### config.mk
export PLATFORM = sky130hd
export DESIGN_NAME = shift_frame_receiver_flat
export DESIGN_NICKNAME = d
export VERILOG_FILES = /design/src/rtl/shift_frame_pkg.sv /design/src/rtl/shift_frame_receiver_if.sv /design/src/rtl/shift_frame_receiver_bit_timer.sv /design/src/rtl/shift_frame_receiver.sv /design/src/flat_wrapper.sv
export SDC_FILE = /design/constraint.sdc
export NUM_CORES = 1
export LEC_CHECK = 0
export ABC_AREA = 0
export CAP_MARGIN = 20
export CORE_ASPECT_RATIO = 0.6
export CORE_MARGIN = 2
export CORE_UTILIZATION = 40
export DETAILED_ROUTE_END_ITERATION = 8
export HOLD_SLACK_MARGIN = 0.12
export PLACE_DENSITY_LB_ADDON = 0.1
export SYNTH_ARGS = -nofsm -noshare
export SYNTH_HDL_FRONTEND = slang
export SYNTH_SLANG_ARGS = --single-unit
### constraint.sdc
create_clock -name CLK -period 1.75 [get_ports CLK]
set_input_delay 0.35 -clock CLK [delete_from_list [all_inputs] [get_ports CLK]]
set_output_delay 0.35 -clock CLK [all_outputs]
set_load 0.02 [all_outputs]
### src/rtl/shift_frame_pkg.sv
// Shared types and default sizes for the shift frame receiver.
// PARITY_CHECK_EN adds the PARITY state.
package shift_frame_pkg;

  localparam int DATA_W_DEF     = 8;
  localparam int BIT_CYCLES_DEF = 4;

  typedef enum logic [2:0] {
    IDLE,
    START,
    DATA,
`ifdef PARITY_CHECK_EN
    PARITY,
`endif
    STOP
  } state_t;

endpackage

### src/rtl/shift_frame_receiver_if.sv
// Serial line and word-output bundle of the shift frame receiver.
// PARITY_CHECK_EN adds parity_err.
interface shift_frame_receiver_if
  import shift_frame_pkg::*;
#(
  parameter int DATA_W = DATA_W_DEF
) ();

  logic              serial_in;
  logic              shift_dir;
  logic [DATA_W-1:0] signal_output;
  logic              data_valid;
  logic              frame_err;
  logic              busy;
`ifdef PARITY_CHECK_EN
  logic              parity_err;

  modport master (
    output serial_in, shift_dir,
    input  signal_output, data_valid,
    input  frame_err, busy, parity_err
  );

  modport slave (
    input  serial_in, shift_dir,
    output signal_output, data_valid,
    output frame_err, busy, parity_err
  );
`else
  modport master (
    output serial_in, shift_dir,
    input  signal_output, data_valid,
    input  frame_err, busy
  );

  modport slave (
    input  serial_in, shift_dir,
    output signal_output, data_valid,
    output frame_err, busy
  );
`endif

endinterface

### src/rtl/shift_frame_receiver_bit_timer.sv
// Bit-period counter; strobes once per bit at the mid-bit point.
// Held at zero while clr is high so the first strobe lands half a bit in.
module bit_timer
  import shift_frame_pkg::*;
#(
  parameter int BIT_CYCLES = BIT_CYCLES_DEF
) (
  input  logic CLK,
  input  logic RST,
  input  logic clr,
  output logic strobe
);

  localparam int TW = $clog2(BIT_CYCLES);
  localparam logic [TW-1:0] LAST = TW'(BIT_CYCLES - 1);
  localparam logic [TW-1:0] MID  = TW'(BIT_CYCLES / 2 - 1);

  logic [TW-1:0] cnt_q;

  always_ff @(posedge CLK) begin
    if (RST || clr) begin
      cnt_q <= '0;
    end else if (cnt_q == LAST) begin
      cnt_q <= '0;
    end else begin
      cnt_q <= cnt_q + 1'b1;
    end
  end

  assign strobe = !clr && (cnt_q == MID);

endmodule

### src/rtl/shift_frame_receiver.sv
// Oversampled serial frame receiver: start, DATA_W bits, stop.
// PARITY_CHECK_EN adds an even-parity bit before stop.
module shift_frame_receiver
  import shift_frame_pkg::*;
#(
  parameter int DATA_W     = DATA_W_DEF,
  parameter int BIT_CYCLES = BIT_CYCLES_DEF
) (
  input logic CLK,
  input logic RST,
  shift_frame_receiver_if.slave bus
);

  localparam int CW = (DATA_W > 1) ? $clog2(DATA_W) : 1;
  localparam logic [CW-1:0] LAST_BIT = CW'(DATA_W - 1);

  state_t state_q, state_d;

  logic              si;
  logic              stb;
  logic              prev_q;
  logic              dir_q;
  logic [CW-1:0]     bit_q;
  logic [DATA_W-1:0] sh_q;
  logic [DATA_W-1:0] out_q;
  logic              dv_q;
  logic              fe_q;

  logic arm;
  logic shift_en;
  logic good_stop;
  logic bad_stop;

`ifdef PARITY_CHECK_EN
  logic par_ld;
  logic perr_q;
  logic pe_q;
`endif

  assign si = bus.serial_in;

  bit_timer #(
    .BIT_CYCLES(BIT_CYCLES)
  ) u_timer (
    .CLK   (CLK),
    .RST   (RST),
    .clr   (state_q == IDLE),
    .strobe(stb)
  );

  always_ff @(posedge CLK) begin
    if (RST) begin
      state_q <= IDLE;
    end else begin
      state_q <= state_d;
    end
  end

  always_comb begin
    state_d   = state_q;
    arm       = 1'b0;
    shift_en  = 1'b0;
    good_stop = 1'b0;
    bad_stop  = 1'b0;
`ifdef PARITY_CHECK_EN
    par_ld    = 1'b0;
`endif
    unique case (state_q)
      IDLE: begin
        if (prev_q && !si) begin
          state_d = START;
          arm     = 1'b1;
        end
      end
      START: begin
        if (stb) begin
          state_d = si ? IDLE : DATA;
        end
      end
      DATA: begin
        if (stb) begin
          shift_en = 1'b1;
          if (bit_q == LAST_BIT) begin
`ifdef PARITY_CHECK_EN
            state_d = PARITY;
`else
            state_d = STOP;
`endif
          end
        end
      end
`ifdef PARITY_CHECK_EN
      PARITY: begin
        if (stb) begin
          par_ld  = 1'b1;
          state_d = STOP;
        end
      end
`endif
      STOP: begin
        if (stb) begin
          good_stop = si;
          bad_stop  = !si;
          state_d   = IDLE;
        end
      end
      default: state_d = IDLE;
    endcase
  end

  always_ff @(posedge CLK) begin
    if (RST) begin
      prev_q <= 1'b1;
      dir_q  <= 1'b0;
      bit_q  <= '0;
      sh_q   <= '0;
      out_q  <= '0;
      dv_q   <= 1'b0;
      fe_q   <= 1'b0;
`ifdef PARITY_CHECK_EN
      perr_q <= 1'b0;
      pe_q   <= 1'b0;
`endif
    end else begin
      prev_q <= si;
      dv_q   <= good_stop;
      fe_q   <= bad_stop;
      if (arm) begin
        dir_q <= bus.shift_dir;
        bit_q <= '0;
      end
      // dir_q picks which end the first wire bit ends up at
      if (shift_en) begin
        bit_q <= bit_q + 1'b1;
        sh_q  <= dir_q ? {sh_q[DATA_W-2:0], si}
                       : {si, sh_q[DATA_W-1:1]};
      end
      if (good_stop) begin
        out_q <= sh_q;
      end
`ifdef PARITY_CHECK_EN
      pe_q <= good_stop && perr_q;
      if (arm) begin
        perr_q <= 1'b0;
      end else if (par_ld) begin
        perr_q <= ^{sh_q, si};
      end
`endif
    end
  end

  assign bus.signal_output = out_q;
  assign bus.data_valid    = dv_q;
  assign bus.frame_err     = fe_q;
  assign bus.busy          = (state_q != IDLE);
`ifdef PARITY_CHECK_EN
  assign bus.parity_err    = pe_q;
`endif

endmodule

### src/flat_wrapper.sv
// flat-port wrapper written by rule: the top's interface ports become plain ports
module shift_frame_receiver_flat import shift_frame_pkg::*;
#(
  parameter int DATA_W     = DATA_W_DEF,
  parameter int BIT_CYCLES = BIT_CYCLES_DEF
)
  (CLK, RST, bus_serial_in, bus_shift_dir, bus_signal_output, bus_data_valid, bus_frame_err, bus_busy);
  shift_frame_receiver_if #(.DATA_W(DATA_W)) bus_i ();
  input logic CLK;
  input logic RST;
  input wire logic [$bits(bus_i.serial_in)-1:0] bus_serial_in;
  input wire logic [$bits(bus_i.shift_dir)-1:0] bus_shift_dir;
  output wire logic [$bits(bus_i.signal_output)-1:0] bus_signal_output;
  output wire logic [$bits(bus_i.data_valid)-1:0] bus_data_valid;
  output wire logic [$bits(bus_i.frame_err)-1:0] bus_frame_err;
  output wire logic [$bits(bus_i.busy)-1:0] bus_busy;
  assign bus_i.serial_in = bus_serial_in;
  assign bus_i.shift_dir = bus_shift_dir;
  assign bus_signal_output = bus_i.signal_output;
  assign bus_data_valid = bus_i.data_valid;
  assign bus_frame_err = bus_i.frame_err;
  assign bus_busy = bus_i.busy;
  shift_frame_receiver #(.DATA_W(DATA_W), .BIT_CYCLES(BIT_CYCLES)) u_core (.CLK(CLK), .RST(RST), .bus(bus_i));
endmodule
==> metrics.txt, run 1 <==
port bufs=14; share of the yosys chip area belonging to registers=49.1%; NumNets Final=146; Arr. time, crit path=1.21 ns; #FFs+latches synth=27; Vias per Instance=4.98; FILL cells=257; TNS Setup=0 ns; vias in the first global route=742; DRC violations left=0; Post-Place Setup Slack=0.0309 ns; critical-path maximum fanout=2; slowest stage delay, CP=0.60 ns; Tot GR Track Use=14.7%; combinational share of power=6.5%; Iter 0 DRT Violations=56; drt total wl=1.99 mm; share of layout cells above drive strength 1=8.76%; HPWL after detailed placement=1.48 mm; Clock transition at path regs=0.09 ns; DIE AREA=3200 sq um; LEAKAGE=0.490 nW; mapped cell area=1100 sq um; Synth area leader=dfxtp_1; part of the power in registers=60.5%; largest net degree at the start of global routing=19; RSZ-0062 raised after global routing=no; Pwr per Cell Area=786 nW/um^2; Buf/Inv on CP=1; H-tree levels=1; CTS Buf Count=3; share of the synthesized area in the top cell type=49.1%; CP startpoint kind=register; slew of the pin with the lowest slew margin=0.499 ns; Synth-to-Final Area Change=20.5%; crit-path cells=clkdlybuf4s50_1; multi-input logic area=497 sq um; dominant cells by area after synthesis=dfxtp_1, mux2i_1, nand2_1; Core Region=2560 sq um; sw frac=22.0%; Final Hold Viols=0; Clk network pwr share=33.0%; CTS tree=yes; Mapped Cells=123; Ant. Diodes=0; crit path time final=1.56 ns; Cell variety after synth=21; initial core utilization=43.1%; cell family with most CP delay=buffers and inverters; # rows=14; CP Capture Type=output port; worst min path class=register to register; CTS sink count=27; overall die height=44.6 microns; cell internal pwr=0.000813 W; Max Freq=642 MHz; Net Switching=0.000229 W; CTS Buffer Depth=2; Slew headroom=66.7%; drt pass-1 iters=4; Final Setup Violations=0; Seq. cell area=541 sq um; critical path class=register to output port; Final WS setup=0.193 ns; Yosys warning count=0; status=complete, no violations; I/O Pins=15; Post-CTS Repair Setup Buffers=0; Die Wd=71.7 microns; Overflow after GRT=0; clk_skew=0.00535 ns; Max-cap violations=0; antenna violations before repair=0; Root Driver=clkbuf_8; critical path's slowest cell=clkdlybuf4s50_1; Final ANT Viol Nets=0; final worst-path cycle share=89.0%; GP Congestion=0.689; Worst-Skew Late Latency=0.27 ns; Syn Area/Cell=8.95 sq um; Worst Path Required=1.40 ns; Max IR drop VDD=593 uV; Slew Viols, Final=0; first-pass GRT wire length=3.59 mm; total number of vias=842; routed len/inst=11.8 microns; Synth Net Count=131
per-stage QoR:
step                      cell area, sq um  power (W)  hold slack (ns)  util (%)  cells
after detailed placement              1280   0.000714            0.448      50.0    165
final                                 1330    0.00104            0.457      51.9    169
after floorplan                       1100   0.000690            0.434         -    123
after global routing                  1330    0.00111            0.479      51.9    169
after global placement                1280   0.000713            0.442      50.0    165
after CTS                             1320    0.00106            0.460      51.8    169
path summary, 6_finish.rpt:
path,startpoint,endpoint,slack (ns),cells after the start
setup / recovery,u_core.bus.signal_output[3],bus_signal_output[3],0.19,1
hold / removal,u_core.bus.signal_output[1],u_core.bus.signal_output[1],0.46,2
setup reg to reg,u_core.u_timer.cnt_q[0],u_core.sh_q[5],0.30,5
hold reg to reg,u_core.bus.signal_output[1],u_core.bus.signal_output[1],0.46,2
worst min-delay path, stage by stage (launching register included):
cell and delay, ns:
dfxtp_1 0.32, nand2_1 0.05, a21oi_1 0.05
power groups by stage:
stage | registers [W] | clock network, W | logic (W)
4_1_cts | 0.000631 | 0.000361 | 0.0000694
3_5_place_dp | 0.000645 | 0 | 0.0000691
2_1_floorplan | 0.000638 | 0 | 0.0000523
5_1_grt | 0.000633 | 0.000400 | 0.0000748
6_report | 0.000631 | 0.000344 | 0.0000678
3_3_place_gp | 0.000645 | 0 | 0.0000677
synth_stat cells:
master	n
dfxtp_1	27
nand2_1	20
nor2_1	14
a21oi_1	12
mux2i_1	10
a211oi_1	8
buf_2	6
nand3_1	5
clkbuf_1	4
ha_1	4
inv_1	2
nor4_1	2
and3b_1	1
and4_1	1
buf_6	1
nand2b_1	1
nand3b_1	1
nand4_1	1
o21a_1	1
or2_2	1
or4b_1	1
state kept, by name, summed over array words and instances (netlist names):
register,flops
u_core.u_timer.cnt_q,2
u_core.dir_q,1
u_core.bus.frame_err,1
u_core.prev_q,1
u_core.bus.data_valid,1
u_core.sh_q,8
u_core.bit_q,3
u_core.state_q,2
u_core.bus.signal_output,8
timing repair:
action,in CTS,in global routing
hold buffers,0,0
resized for setup,0,1
hold endpoints to repair,0,0
setup endpoints to repair,0,1
cells by family (layout without fill, tap and decap cells):
| group | count (synthesis) | after routing | share of synthesized area [%] |
|---|---|---|---|
| DFF | 27 | 27 | 49.1 |
| buffers and inverters | 13 | 27 | 5.80 |
| AOI/OAI and AO/OA | 21 | 21 | 11.6 |
| muxes | 10 | 10 | 9.09 |
| and+or+nand+nor | 48 | 48 | 19.9 |
| adders and majority gates | 4 | 4 | 4.55 |
layout by cell type, fill, tap and decap left out, drive strengths merged, types with 2 or more instances in the layout:
cell and count:
dfxtp 27, nand2 20, nor2 14, clkdlybuf4s50 13, a21oi 12, mux2i 10
a211oi 8, buf 7, nand3 5, ha 4, clkbuf 3, inv 2
nor4 2
layer usage:
metal	track usage [%]	wire length (microns)	vias up	part of all wire (%)
met4	5.28	13	0	0.65
met2	19.4	784	10	39
met1	21.9	1120	380	56
met5	0	0	-	0
met3	4.78	70	2	3.5
li1	-	-	450	-
cell type report:
| cell class | count | area share [%] |
|---|---|---|
| Sequential cell | 27 | 40.8 |
| Multi-Input combinational cell | 83 | 37.5 |
| Timing Repair Buffer | 21 | 14.7 |
| Clock buffer | 3 | 3.11 |
| Tap cell | 32 | 3.02 |
| Inverter | 2 | 0.566 |
| Clock inverter | 1 | 0.377 |
(Power assumes the default switching activity.)
==> inputs of run 2 (changes only) <==
--- a/config.mk
+++ b/config.mk
@@ -16,3 +16,4 @@
 export SYNTH_ARGS = -nofsm -noshare
 export SYNTH_HDL_FRONTEND = slang
 export SYNTH_SLANG_ARGS = --single-unit
+export TNS_END_PERCENT = 50
==> results of run 2 <==
Final layout, timing and power as in run 1 (identical DEF).
